<file path="src/rtl/sradd_pipe.sv">
// sradd_pipe: three-stage single-precision FP adder/subtractor for the FFT butterfly.
// Truncation rounding, no denormals (every non-zero word carries a hidden one),
// underflow flushes to zero, overflow returns the all-ones NaN word.

package sradd_pipe_pkg;

    localparam int unsigned W  = 32;   // word width
    localparam int unsigned EW = 8;    // exponent width
    localparam int unsigned MW = 24;   // mantissa width with hidden one

    // Stage 1 -> stage 2 payload: aligned operands.
    typedef struct packed {
        logic          sign;
        logic          eff_sub;
        logic          bypass;
        logic [W-1:0]  bypass_word;
        logic [EW-1:0] exp_l;
        logic [MW-1:0] man_l;
        logic [MW-1:0] man_s;
    } align_t;

    // Stage 2 -> stage 3 payload: raw sum with carry exponent.
    typedef struct packed {
        logic          sign;
        logic          bypass;
        logic [W-1:0]  bypass_word;
        logic [EW:0]   exp_c;
        logic [MW:0]   sum;
    } add_t;

endpackage

module sradd_pipe
    import sradd_pipe_pkg::*;
(
    input  logic         clk,
    input  logic         reset,
    input  logic         in_valid,
    output logic         in_ready,
    input  logic [W-1:0] a,
    input  logic [W-1:0] b,
    input  logic         sub,
    output logic         out_valid,
    input  logic         out_ready,
    output logic [W-1:0] z
);

    // Leading-zero count of a 24-bit mantissa field (24 when all zero).
    function automatic logic [4:0] lzc24(input logic [MW-1:0] v);
        logic [4:0] n;
        n = 5'd24;
        for (int i = 0; i < int'(MW); i++) begin
            if (v[i]) begin
                n = 5'(23 - i);
            end
        end
        return n;
    endfunction

    logic   en;
    logic   s1_valid;
    logic   s2_valid;
    align_t s1_q;
    align_t s1_next;
    add_t   s2_q;
    add_t   s2_next;
    logic [W-1:0] z_next;

    // Stage 1 working signals
    logic          a_zero;
    logic          b_zero;
    logic          b_sign_eff;
    logic          a_larger;
    logic          sign_l;
    logic          sign_s;
    logic [EW-1:0] exp_l;
    logic [EW-1:0] exp_s;
    logic [EW-1:0] shift;
    logic [MW-1:0] man_l;
    logic [MW-1:0] man_s;

    // Stage 3 working signals
    logic [4:0]    lz;
    logic [MW-2:0] norm_man;
    logic [EW+1:0] exp_dec;
    logic [EW:0]   exp_inc;

    // Whole pipeline advances together unless a finished result is being held.
    assign en       = !out_valid || out_ready;
    assign in_ready = en;

    // Stage 1: detect exact zeros, order operands by magnitude, align the smaller one.
    always_comb begin
        s1_next    = '0;
        b_sign_eff = b[W-1] ^ sub;
        a_zero     = (a == '0);
        b_zero     = (b == '0);
        a_larger   = (a[W-2:0] >= b[W-2:0]);
        sign_l     = a[W-1];
        sign_s     = b_sign_eff;
        exp_l      = a[W-2:MW-1];
        exp_s      = b[W-2:MW-1];
        man_l      = {1'b1, a[MW-2:0]};
        man_s      = {1'b1, b[MW-2:0]};
        if (!a_larger) begin
            sign_l = b_sign_eff;
            sign_s = a[W-1];
            exp_l  = b[W-2:MW-1];
            exp_s  = a[W-2:MW-1];
            man_l  = {1'b1, b[MW-2:0]};
            man_s  = {1'b1, a[MW-2:0]};
        end
        // Shift amounts of 24 and above clear the mantissa entirely.
        shift             = exp_l - exp_s;
        s1_next.sign      = sign_l;
        s1_next.eff_sub   = sign_l ^ sign_s;
        s1_next.exp_l     = exp_l;
        s1_next.man_l     = man_l;
        s1_next.man_s     = man_s >> shift;
        if (a_zero && b_zero) begin
            s1_next.bypass      = 1'b1;
            s1_next.bypass_word = '0;
        end else if (a_zero) begin
            s1_next.bypass      = 1'b1;
            s1_next.bypass_word = {b_sign_eff, b[W-2:0]};
        end else if (b_zero) begin
            s1_next.bypass      = 1'b1;
            s1_next.bypass_word = a;
        end
    end

    // Stage 2: magnitude add or subtract; L >= S so the difference never goes negative.
    always_comb begin
        s2_next             = '0;
        s2_next.sign        = s1_q.sign;
        s2_next.bypass      = s1_q.bypass;
        s2_next.bypass_word = s1_q.bypass_word;
        s2_next.exp_c       = {1'b0, s1_q.exp_l};
        if (s1_q.eff_sub) begin
            s2_next.sum = {1'b0, s1_q.man_l} - {1'b0, s1_q.man_s};
        end else begin
            s2_next.sum = {1'b0, s1_q.man_l} + {1'b0, s1_q.man_s};
        end
    end

    // Stage 3: normalize, then apply zero, underflow and overflow rules.
    always_comb begin
        lz       = lzc24(s2_q.sum[MW-1:0]);
        norm_man = s2_q.sum[MW-2:0] << lz;
        exp_dec  = {1'b0, s2_q.exp_c} - 10'(lz);
        exp_inc  = s2_q.exp_c + 9'd1;
        z_next   = '0;
        if (s2_q.bypass) begin
            z_next = s2_q.bypass_word;
        end else if (s2_q.sum == '0) begin
            z_next = '0;
        end else if (s2_q.sum[MW]) begin
            if (exp_inc[EW]) begin
                z_next = '1;
            end else begin
                z_next = {s2_q.sign, exp_inc[EW-1:0], s2_q.sum[MW-1:1]};
            end
        end else if (exp_dec[EW+1:EW] != 2'b00) begin
            z_next = '0;
        end else begin
            z_next = {s2_q.sign, exp_dec[EW-1:0], norm_man};
        end
    end

    // Pipeline registers: all stages step on en; z only loads when a result arrives.
    always_ff @(posedge clk or posedge reset) begin
        if (reset) begin
            s1_valid  <= 1'b0;
            s2_valid  <= 1'b0;
            out_valid <= 1'b0;
            s1_q      <= '0;
            s2_q      <= '0;
            z         <= '0;
        end else if (en) begin
            s1_valid  <= in_valid;
            s1_q      <= s1_next;
            s2_valid  <= s1_valid;
            s2_q      <= s2_next;
            out_valid <= s2_valid;
            if (s2_valid) begin
                z <= z_next;
            end
        end
    end

endmodule

</file>
<file path="config.mk">
export PLATFORM = sky130hd
export DESIGN_NAME = sradd_pipe
export DESIGN_NICKNAME = d
export VERILOG_FILES = /design/src/rtl/sradd_pipe.sv
export SDC_FILE = /design/constraint.sdc
export NUM_CORES = 1
export LEC_CHECK = 0
export CORE_ASPECT_RATIO = 1.1
export CORE_MARGIN = 2
export CORE_UTILIZATION = 35
export CTS_CLUSTER_DIAMETER = 100
export DETAILED_ROUTE_END_ITERATION = 8
export HOLD_SLACK_MARGIN = 0.05
export PLACE_DENSITY_LB_ADDON = 0.15
export SETUP_SLACK_MARGIN = 0.3
export SLEW_MARGIN = 20
export SYNTH_ARGS = -nofsm -noshare
export SYNTH_HDL_FRONTEND = slang
export SYNTH_SLANG_ARGS = --single-unit
</file>
<file path="constraint.sdc">
create_clock -name clk -period 6.83 [get_ports clk]
set_input_delay 0.683 -clock clk [delete_from_list [all_inputs] [get_ports clk]]
set_output_delay 0.683 -clock clk [all_outputs]
set_load 0.005 [all_outputs]
</file>
Word level (Yosys, flattened, before mapping)
Index checks and enable logic that the tools add are counted.
{"block": "classes", "add_sub_neg": 5, "multipliers": 0, "div_mod_pow": 0, "n_lt_le_gt_ge": 1, "eq_ne": 0, "n_shift": 2, "mux": 39, "n_bitwise": 2, "n_reduce_logical": 8}
{"operator": "$mux 32", "n": 5}
{"operator": "$mux 5", "n": 23}
{"operator": "$mux 33", "n": 3}
{"operator": "$logic_not 32->1", "n": 2}
{"operator": "$mux 23", "n": 2}
{"operator": "$ge 31x31->1", "n": 1}
{"operator": "$add 24x24->25", "n": 1}
{"operator": "$logic_not 25->1", "n": 1}
{"operator": "$mux 25", "n": 1}
{"operator": "$sub 24x24->25", "n": 1}
{"operator": "$shr 24x8->24", "n": 1}
{"operator": "$shl 23x5->23", "n": 1}
{"operator": "$mux 8", "n": 2}
{"operator": "$add 8x1->9 const B", "n": 1}
{"operator": "$sub 8x5->9", "n": 1}
{"operator": "$sub 8x8->8", "n": 1}
{"operator": "$mux 4", "n": 1}
{"operator": "$mux 1", "n": 2}
{"operator": "$reduce_and 2->1", "n": 1}
{"operator": "$reduce_bool 2->1", "n": 1}
{"operator": "$xor 1x1->1", "n": 2}
{"operator": "$logic_and 1x1->1", "n": 1}
{"operator": "$logic_not 1->1", "n": 1}
{"operator": "$logic_or 1x1->1", "n": 1}
{"block": "word_totals", "regBits": 193, "latch_bits": 0, "ramBits": 0, "romBits": 0, "in_bits": 69, "mem_count": 0}

Logic depth before layout (Yosys ltp)
Gate-level depths: netlist of run 1.
{"block": "logic_depth", "word_depth": 30, "ltp_mapped": 23, "ltp_nobuf": 21}

Worst setup path after synthesis of run 1
No wires, ideal clock.
{"block": "synth_timing", "path_kind": "input -> register", "startpoint": "input b[1]", "endpoint": "register s1_q[15] (netlist name)", "setup_ns": 0.141, "arrival_time_ns": 4.615, "path_slack_ns": 2.073, "stages": 22, "n_path_buf": 5, "cell_sequence": "inv_1 ha_1 nor2b_1 o31ai_1 a21oi_1 o311ai_1 and3_1 buf_6 buf_6 buf_2 buf_2 mux2_2 ha_1 and2_1 o32a_1 a21oi_1 o21ai_1 o211a_2 and3_1 buf_4 a22oi_1 o31ai_1"}
{"block": "synth_via", "elab_chain_len": 4, "word_cells_on_any_way": 6, "cone_classes": "add/sub: 1; order compare: 1; shift: 1; mux: 3"}
{"item": "start: declaration", "line_no": "41", "rtl": "input logic [W-1:0] b,"}
{"item": "$ge 31x31->1", "line_no": "98", "rtl": "a_larger = (a[W-2:0] >= b[W-2:0]);"}
{"item": "$mux 8", "line_no": "105", "rtl": "if (!a_larger) begin"}
{"item": "$sub 8x8->8", "line_no": "114", "rtl": "shift = exp_l - exp_s;"}
{"item": "$shr 24x8->24 *", "line_no": "119", "rtl": "s1_next.man_s = man_s >> shift;"}
{"item": "end signal: assignment", "line_no": "181", "rtl": "s1_q <= s1_next;"}
{"item": "end: declaration", "line_no": "63", "rtl": "align_t s1_q;"}
Mark *: on every way between the ends. The rest lies on a longest branch, timed or not.
A chain may end at the register's enable or synchronous reset.

Worst setup path in the final report of run 1
{"block": "layout_timing", "startpoint": "input b[26]", "endpoint": "register s1_q[21] (netlist name)"}
The elaborated chain is that of the path after synthesis.

==> results.md, run 1 <==
- Antenna Violating Nets Remaining: 0
- Compound-Gate Fraction of Synth Area: 18.7%
- Minimum clock period: 5.38 ns
- Initial core utilization: 35.5%
- Syn_nets: 1840
- Status: finished, violations left
- Clk slew on worst S/H paths: 0.09 ns
- Dpl cells: 2240
- Mapped Avg Cell Area: 8.18 sq um
- First drt pass iteration count: 8
- Switching Fraction: 47.9%
- DR WL/cell: 21.4 microns
- Synth Register Bits: 193
- Ys flop type: dfrtp_1
- Post_cts resized: 0
- GP Congestion: 0.984
- Worst Path Required: 7.21 ns
- RSZ-0062 raised after global routing: no
- Final wirelength: 48.7 mm
- Number of global-route vias before repair: 12.5k
- Max-cap violations: 0
- Initial antenna violation count: 1
- Ys Warns: 0
- First-pass GRT wire length: 75.9 mm
- Residual DRC count: 7
- Setup TNS: 0 ns
- Post-DP HPWL: 37.3 mm
- Clk_lat worst skew: 0.46 ns
- Die Wd: 194 microns
- CTS Buf Count: 17
- Final period util: 78.7%
- Combinational family with the most area after synthesis: simple AND/OR/NAND/NOR gates
- Setup CP Type: input port to flop
- Peak VDD IR: 0.199 mV
- Die area: 41500 sq um
- FP Rows: 76
- Hold WC Path Type: flop to flop
- Top sig layer: met5
- Combinational group share of total power: 56.9%
- CTS Buffer Depth: 2
- EDFF count, synth: 0
- # H-tree levels: 4
- Startpoint Class: input port
- Detail Route met2 WL: 22.3 mm
- Via/cell ratio: 5.62
- Cells after Synth: 1705
- Sequential area share after synthesis: 34.6%
- Worst Max-Slew Pin Slew: 1.01 ns
- Ant diodes: 0
- WP data arrival: 5.76 ns
- CTS tree: done
- I/O pins: 103
- All-Layer GR Usage: 24.0%
- Most frequent cells in the layout: nand2_1 (301), dfrtp_1 (193), nor2_1 (175)
- Largest net degree at the start of global routing: 145
- Final Util: 40.7%
- Area Overhead vs Synth: 14.7%
- DRT iter0 DRCs: 1013
- Routed length on met1: 22.5 mm
- GR Overflow Total: 0
- Synth Area in XOR/XNOR: 3.75%
- NetSw: 3.20 mW
- Final net count: 1887
- Setup violators final: 0
- Simple-Gate Fraction of Synth Area: 21.4%
- CP endpoint kind: flop
- Clock power frac: 15.9%
- Worst Path Max Fanout: 39
- Syn Std Cell Area: 13900 sq um
- Commonest non-fill, non-tap cell in the layout: nand2_1
- Part of the power in registers: 27.3%
- Achievable Freq: 186 MHz
- Failing checks: design-rule violations
- Clock Skews: 0.0120 ns
- Core area: 39300 sq um
- Post-Synth Adder-Cell Area: 6.03%
- Post-route insts no fill: 2272
- Mux cell area share after synthesis: 10.7%
- Clock Tree Root: clkbuf_16
- Pwr dens: 418 nW/um^2
- Buffers on Ports: 102
- Synth cell types: 88
- Vias: 12.8k
- CTS Sinks: 193
- Slew Viols, Final: 0
- Hold Buf Count CTS: 0
- WL met3: 2.08 mm
- Worst-case hold slack: 0.470 ns
- Asr flop ratio synth: 100%
- Post-CTS Setup Bufs: 0
- Int Power: 3.48 mW
- Register-to-register setup slack: 1.69 ns
- Relative slew slack: 32.9%
- Fill cells: 4043
- LEAKAGE: 7.25 nW
- Die H: 213 microns
- Fin. Hold Viols: 0
- Share of post-route cells with drive strength above 1: 5.38%
==> logic make-up (layout without fill, tap and decap cells) <==
kind of cell / count (synthesis) / in the layout
AND/OR/NAND/NOR: 671 / 671
AO/OA/AOI/OAI: 420 / 420
flip-flops: 193 / 193
buffers and inverters: 159 / 219
multiplexers: 138 / 138
adder cells (fa/ha/maj): 66 / 66
XOR/XNOR: 58 / 58
==> cell type report <==
class / instances / area (sq um) / area share, %
flip-flops and latches: 193 / 4830 / 30.2
multi-input cells: 1353 / 8470 / 53.0
clock buffers: 17 / 425 / 2.66
well taps: 507 / 634 / 3.97
repair buffers: 123 / 1180 / 7.37
clock inverters: 15 / 195 / 1.22
inverters: 64 / 253 / 1.58
==> sequential cells by signal (all words and copies together) (netlist names) <==
register   count
s2_valid       1
s1_valid       1
z             32
s2_q          67
out_valid      1
s1_q          91
==> Yosys cell counts (21+ instances only) <==
| library cell | count | area (sq um) |
|---|---|---|
| nor2_1 | 175 | 657 |
| inv_1 | 60 | 225 |
| dfrtp_1 | 193 | 4830 |
| a21oi_1 | 125 | 626 |
| xor2_1 | 21 | 184 |
| nor4_1 | 27 | 169 |
| o21ai_0 | 123 | 616 |
| mux2i_1 | 116 | 1160 |
| nand3_1 | 28 | 140 |
| xnor2_1 | 35 | 307 |
| clkbuf_1 | 69 | 259 |
| nand2_1 | 301 | 1130 |
| and3_1 | 27 | 169 |
| ha_1 | 64 | 801 |
| nor3_1 | 33 | 165 |
==> final timing paths <==
| check | startpoint | endpoint | cells past startpoint |
|---|---|---|---|
| worst max register to register | s2_q[0] | z[20] | 19 |
| worst max-delay path | b[26] | s1_q[21] | 17 |
| min in group asynchronous | reset | s1_q[57] | 2 |
| worst min-delay path | s1_q[67] | s2_q[45] | 2 |
| worst min register to register | s1_q[67] | s2_q[45] | 2 |
| max in group asynchronous | reset | z[6] | 3 |
==> through the flow <==
step	worst slack, ns	instance area, sq um	total power [mW]
2_1_floorplan	0.891	13900	4.32
3_3_place_gp	1.19	15400	5.57
3_5_place_dp	1.05	15400	5.60
4_1_cts	1.51	16000	6.68
5_1_grt	1.18	16000	7.19
6_report	1.45	16000	6.68
==> layer usage <==
layer,GRT usage [%],vias up
met5,0,-
met1,32.2,6123
met2,39.9,395
met4,9.20,2
met3,2.71,90
li1,-,6159
==> power by group through the flow <==
stage | sequential, mW | combinational, mW | clock (mW)
4_1_cts | 1.82 | 3.78 | 1.08
6_report | 1.82 | 3.80 | 1.06
5_1_grt | 1.86 | 4.19 | 1.13
3_3_place_gp | 1.83 | 3.74 | 0
2_1_floorplan | 1.63 | 2.69 | 0
3_5_place_dp | 1.84 | 3.77 | 0
==> critical path: stages <==
cell	delay, ns
clkdlybuf4s50_1	0.69
inv_1	0.10
ha_1	0.43
a21o_1	0.20
a21oi_1	0.13
o21ai_0	0.09
o22ai_1	0.17
and3_4	0.64
mux2_2	0.41
ha_1	0.22
and2_1	0.16
o32a_1	0.35
a21oi_1	0.23
o211a_2	0.27
and3_1	0.52
and2_1	0.28
a22o_1	0.15
Power figures use the tool's default switching activity.
==> inputs of run 2 (changes only) <==
==> constraint.sdc (replaced) <==
create_clock -name clk -period 4.46 [get_ports clk]
set_input_delay 0.446 -clock clk [delete_from_list [all_inputs] [get_ports clk]]
set_output_delay 0.446 -clock clk [all_outputs]
set_load 0.005 [all_outputs]
==> results.md, run 2 (synthesis results as in run 1) <==
- Status: finished, violations left
- Failing checks: design-rule violations
- Clk_lat worst skew: 0.46 ns (about the same)
- Via/cell ratio: 5.45 (-3.1%)
- Slew Viols, Final: 0 (unchanged)
- Ant diodes: 0 (unchanged)
- Relative slew slack: 38.2% (+5.3 points)
- GR Overflow Total: 0 (unchanged)
- Slowest stage delay, CP: 0.48 ns (-0.21 ns)
- Most frequent cells in the layout: nand2_1 (301), dfrtp_1 (188), nor2_1 (174)
- Worst Setup SP: b[1]
- Die H: 213 microns (unchanged)
- Reg2reg path depth: 18 (-1)
- Largest register FFs: 91 (unchanged)
- I/O pins: 103 (unchanged)
- Critical-path top delay cell: clkdlybuf4s50_1
- Clk slew on worst S/H paths: 0.07 ns (-0.02 ns)
- Stages on worst setup path: 20 (+3)
- CTS Sinks: 193 (unchanged)
- Worst Path Required: 4.79 ns (-2.42 ns)
- Minimum clock period: 4.00 ns
- Final wirelength: 50.1 mm (+3.0%)
- Initial core utilization: 35.5% (unchanged)
- Buf/Inv on CP: 4 (+2)
- Share of post-route cells with drive strength above 1: 15.3% (+9.9 points)
- DR WL/cell: 20.7 microns (-3.4%)
- Peak VDD IR: 0.203 mV (+2.2%)
- Post-DP HPWL: 39.2 mm (+4.9%)
- CP cell instances: clkdlybuf4s50_1 -> inv_1 -> ha_4 -> nor2b_1 -> o31ai_1 -> buf_4 -> a21oi_1 -> o311ai_1 -> and3_4 -> mux2_4 -> ha_4 -> and2_1 -> o32a_1 -> a21oi_2 -> o21ai_1 -> o211a_4 -> buf_4 -> nand2_1 -> nor2_1 -> a221o_1
- # H-tree levels: 4 (unchanged)
- Setup TNS: 0 ns (unchanged)
- Final Power: 10.7 mW (+60%)
- Die area: 41500 sq um (unchanged)
- Pwr dens: 611 nW/um^2 (+46%)
- Antenna Violating Nets Remaining: 0 (unchanged)
- LEAKAGE: 8.00 nW (+10%)
- Clock Tree Root: clkbuf_16
- All-Layer GR Usage: 24.4% (+0.48 points)
- Hold WC Path Type: input port to async pin
- Register-to-register setup slack: 0.53 ns (-1.16 ns)
- FP Rows: 76 (unchanged)
- CP delay by family, top: compound AO/OA/AOI/OAI gates
- First-pass GRT wire length: 77.6 mm (+2.2%)
- Hold Buf Count CTS: 0 (unchanged)
- DRT iter0 DRCs: 1013 (unchanged)
- Achievable Freq: 250 MHz
- Startpoint Class: input port
- Initial antenna violation count: 0 (-1)
- CP endpoint: s1_q[4]
- Worst Max-Slew Pin Slew: 0.926 ns (-0.0802 ns)
- CTS Buffer Depth: 2 (unchanged)
- R2r startpoint: s1_q[2]
- Largest net degree at the start of global routing: 113 (-22%)
- Max-cap violations: 0 (unchanged)
- Final net count: 2037 (+7.9%)
- Clock Skews: 0.0193 ns (+0.00724 ns)
- Most flops, register: s1_q
- R2R Path End: s2_q[23]
- Final period util: 89.6%
- Die Wd: 194 microns (unchanged)
- Area Overhead vs Synth: 25.2%
- WP data arrival: 4.32 ns (-1.44 ns)
- RSZ-0062 raised after global routing: yes
- Commonest non-fill, non-tap cell in the layout: nand2_1
- Setup violators final: 0 (unchanged)
- Residual DRC count: 5 (-2)
- Vias: 13.2k (+3.3%)
- CP endpoint kind: flop
- Core area: 39300 sq um (unchanged)
- Setup CP Type: input port to flop
- Worst Path Max Fanout: 5 (-87%)
- Fin. Hold Viols: 0 (unchanged)
- CTS tree: done
- CTS Buf Count: 17 (unchanged)
- First drt pass iteration count: 9 (+1)
- Biggest regs: s1_q (91), s2_q (67), z (32)
- GP Congestion: 1.00 (+2.0%)
- Buffers on Ports: 102 (unchanged)
- Number of global-route vias before repair: 13.2k (+5.6%)
## run 2: cell types whose count changed in the layout (fill, tap and decap cells not counted), moves of 5 or more
cell	change
inv_1	-5
mux2i_1	-7
dfrtp_2	+5
ha_1	-8
dfrtp_1	-5
buf_4	+144
ha_4	+8
## run 2: how the worst min path moves through the flow
stage	end	start	cells past startpoint	slack [ns]
finish	s1_q[58]	reset	2	0.45
global route	s2_q[61]	s2_q[61]	2	0.49
CTS	s1_q[58]	reset	2	0.47
detailed placement	s2_q[55]	s2_q[55]	2	0.45
global placement	s2_q[41]	s2_q[41]	2	0.45
floorplan	s2_q[38]	s2_q[38]	2	0.43
## run 2: worst register-to-register path, delay by kind of cell, from the launching register on
family          cells  cell delay (ns)
buf+inv             2             0.31
simple gates        3             0.69
compound gates     10             1.63
fa+ha+maj           1             0.36
xor+xnor            2             0.37
flops               1             0.42
## run 2: cell type report
| type | instances | area, sq um |
|---|---|---|
| flip-flops and latches | 193 | 4840 |
| clock inverters | 11 | 121 |
| inverters | 64 | 249 |
| repair buffers | 273 | 2370 |
| multi-input cells | 1353 | 8790 |
| well taps | 507 | 634 |
| fillers | 4002 | 21800 |
| clock buffers | 21 | 470 |
## run 2: where the power goes
group	internal, mW	switching [mW]	leakage (nW)
clock	0.830	0.720	0.291
sequential	2.18	0.545	2.46
combinational	2.75	3.65	5.25
## run 2: routing by layer
layer,wire length [microns],GRT usage (%),up-vias,part of all wire [%]
met4,2000,10.9,0,4.0
met1,22800,31.5,6295,45
li1,-,-,6470,-
met5,0,0,-,0
met3,1520,2.45,84,3.0
met2,23800,42.0,343,48
## run 2: per-stage QoR
| stage | std cells | instance area (sq um) | worst slack [ns] | hold slack (ns) | util [%] |
|---|---|---|---|---|---|
| after detailed placement | 2384 | 16600 | -0.334 | 0.453 | 42.3 |
| after global routing | 2422 | 17500 | 0.281 | 0.489 | 44.5 |
| after floorplan | 1705 | 14100 | 0.238 | 0.431 | - |
| after CTS | 2417 | 17200 | 0.316 | 0.465 | 43.9 |
| final | 2422 | 17500 | 0.464 | 0.451 | 44.5 |
| after global placement | 2384 | 16600 | -0.315 | 0.446 | 42.2 |
## run 2: repair_timing
action                                  CTS  global route
buffers inserted                          1             5
gates resized for setup                  12            40
endpoints found under the setup margin   13            46
pin swaps                                 1            16
==> inputs of run 3 (changes only) <==
--- a/config.mk
+++ b/config.mk
@@ -5,9 +5,9 @@
 export SDC_FILE = /design/constraint.sdc
 export NUM_CORES = 1
 export LEC_CHECK = 0
-export CORE_ASPECT_RATIO = 1.1
+export CORE_ASPECT_RATIO = 2
 export CORE_MARGIN = 2
-export CORE_UTILIZATION = 35
+export CORE_UTILIZATION = 60
 export CTS_CLUSTER_DIAMETER = 100
 export DETAILED_ROUTE_END_ITERATION = 8
 export HOLD_SLACK_MARGIN = 0.05
==> constraint.sdc (replaced) <==
create_clock -name clk -period 5 [get_ports clk]
set_input_delay 0.5 -clock clk [delete_from_list [all_inputs] [get_ports clk]]
set_output_delay 0.5 -clock clk [all_outputs]
set_load 0.005 [all_outputs]
==> results.md, run 3 (synthesis results as in run 1) <==
- Worst Max-Slew Pin Slew: 0.972 ns (+0.0462 ns)
- Final WS setup: 0.414 ns (-0.0494 ns)
- GR Overflow Total: 0 (unchanged)
- Fin. Hold Viols: 0 (unchanged)
- Clock Skews: 0.0113 ns (-0.00795 ns)
- Worst Path Required: 5.31 ns (+0.52 ns)
- Die H: 220 microns (+2.9%)
- Antenna Violating Nets Remaining: 0 (unchanged)
- CP endpoint kind: flop
- Area occupied by multi-input gates: 8480 sq um (-3.4%)
- Fill cells: 1829 (-54%)
- Residual DRC count: 0 (-5)
- First drt pass iteration count: 7 (-2)
- Clk slew on worst S/H paths: 0.07 ns (about the same)
- Final wirelength: 51.2 mm (+2.1%)
- Ant diodes: 0 (unchanged)
- FP Rows: 78 (+2.6%)
- Initial antenna violation count: 0 (unchanged)
- All-Layer GR Usage: 42.0% (+18 points)
- Max-cap violations: 0 (unchanged)
- Relative slew slack: 35.2% (-3.1 points)
- Startpoint Class: input port
- Clk_lat worst skew: 0.44 ns (-0.02 ns)
- Number of global-route vias before repair: 14.2k (+8.0%)
- Largest net degree at the start of global routing: 110 (-2.7%)
- DRT iter0 DRCs: 1314 (+30%)
- Slew Viols, Final: 0 (unchanged)
- Largest register FFs: 91 (unchanged)
- Setup violators final: 0 (unchanged)
- Most flops, register: s1_q
- Buffers on Ports: 102 (unchanged)
- Die area: 24600 sq um (-41%)
- Pre-CTS WS: -0.0669 ns (+0.267 ns)
- Achievable Freq: 218 MHz
- I/O pins: 103 (unchanged)
- Core area: 22700 sq um (-42%)
- CTS tree: done
- CTS Sinks: 193 (unchanged)
- GP Congestion: 1.06 (+5.2%)
- LEAKAGE: 7.77 nW (-2.9%)
- Hold WC Path Type: flop to flop
- Final net count: 1999 (-1.9%)
- Share of post-route cells with drive strength above 1: 11.1% (-4.2 points)
- Post-DP HPWL: 39.4 mm (+0.65%)
- # H-tree levels: 4 (unchanged)
- Area Overhead vs Synth: 18.6%
- RSZ-0062 raised after global routing: yes
- Initial core utilization: 61.3% (+26 points)
- Setup TNS: 0 ns (unchanged)
- Final period util: 91.7%
- Hold Buf Count CTS: 0 (unchanged)
- Worst Path Max Fanout: 28 (+23)
- WP data arrival: 4.90 ns (+0.58 ns)
- Register area: 4830 sq um (-0.13%)
- Vias: 14.1k (+7.2%)
- Minimum clock period: 4.59 ns
- Die Wd: 112 microns (-42%)
- Clock Tree Root: clkbuf_16
- Setup CP Type: input port to flop
- Via/cell ratio: 6.55 (+20%)
- First-pass GRT wire length: 78.4 mm (+1.0%)
- Pwr dens: 565 nW/um^2 (-7.5%)
- Commonest non-fill, non-tap cell in the layout: nand2_1
- DR WL/cell: 23.7 microns (+15%)
- Peak VDD IR: 0.370 mV (+82%)
- Status: finished clean
- Most frequent cells in the layout: nand2_1 (301), dfrtp_1 (193), nor2_1 (175)
- Biggest regs: s1_q (91), s2_q (67), z (32)
- CTS Buffer Depth: 2 (unchanged)
- CTS Buf Count: 17 (unchanged)
[run 3: cell count changes in the layout (fill, tap and decap cells not counted), sizes merged]
| cell | previous run | this run |
|---|---|---|
| buf | 171 | 133 |
| clkbuf | 21 | 18 |
| clkinv | 8 | 7 |
| clkinvlp | 2 | 5 |
| inv | 64 | 65 |
[run 3: final timing paths]
kind	slack (ns)	depth (start not counted)	end	startpoint
worst max-delay path	0.41	17	s1_q[0]	a[14]
worst min-delay path	0.47	2	s2_q[40]	s2_q[40]
worst max register to register	0.52	16	z[1]	s2_q[3]
worst min register to register	0.47	2	s2_q[40]	s2_q[40]
max in group asynchronous	3.31	3	s2_q[52]	reset
min in group asynchronous	0.58	2	z[13]	reset
[run 3: stage by stage]
step	instances	hold WS (ns)	utilization, %	area, sq um	power, mW
final	2157	0.466	72.7	16500	9.35
after global routing	2157	0.498	72.7	16500	9.90
after CTS	2157	0.465	72.6	16500	9.16
after detailed placement	2125	0.449	70.1	15900	7.78
after global placement	2125	0.443	70.1	15900	7.65
after floorplan	1705	0.431	-	13900	5.90
[run 3: critical path: stages]
cell,delay [ns]
clkdlybuf4s50_1,0.67
ha_1,0.31
a21oi_1,0.18
o21ai_0,0.17
a22oi_1,0.22
a31o_1,0.16
and3_4,0.18
buf_4,0.39
buf_6,0.35
mux2i_1,0.46
nand2_1,0.09
and3_1,0.19
a21oi_1,0.25
mux2i_1,0.22
a32o_1,0.27
a32oi_1,0.18
o21ai_1,0.10
[run 3: final cells by class]
| cell class | instances | area share, % |
|---|---|---|
| Timing Repair Buffer | 235 | 12.4 |
| Clock inverter | 14 | 0.908 |
| Clock buffer | 18 | 2.60 |
| Inverter | 64 | 1.48 |
| Tap cell | 280 | 2.12 |
| Sequential cell | 193 | 29.2 |
| Multi-Input combinational cell | 1353 | 51.3 |
[run 3: layer usage]
layer / GRT usage [%] / up-vias / wire [microns]
met5: 0 / - / 0
met4: 41.2 / 0 / 5990
met3: 6.49 / 310 / 2960
met2: 74.4 / 785 / 25900
met1: 40.4 / 6674 / 16300
li1: - / 6369 / -
[run 3: power breakdown]
part / total [mW] / switching [mW] / internal [mW]
logic: 5.56 / 3.26 / 2.30
clock network: 1.36 / 0.654 / 0.704
registers: 2.42 / 0.482 / 1.94
total: 9.35 / 4.40 / 4.95
[run 3: timing repair]
action / 4_1_cts / 5_1_grt
endpoints found under the setup margin: 0 / 16
resized for setup: 0 / 5
buffers inserted: 0 / 0
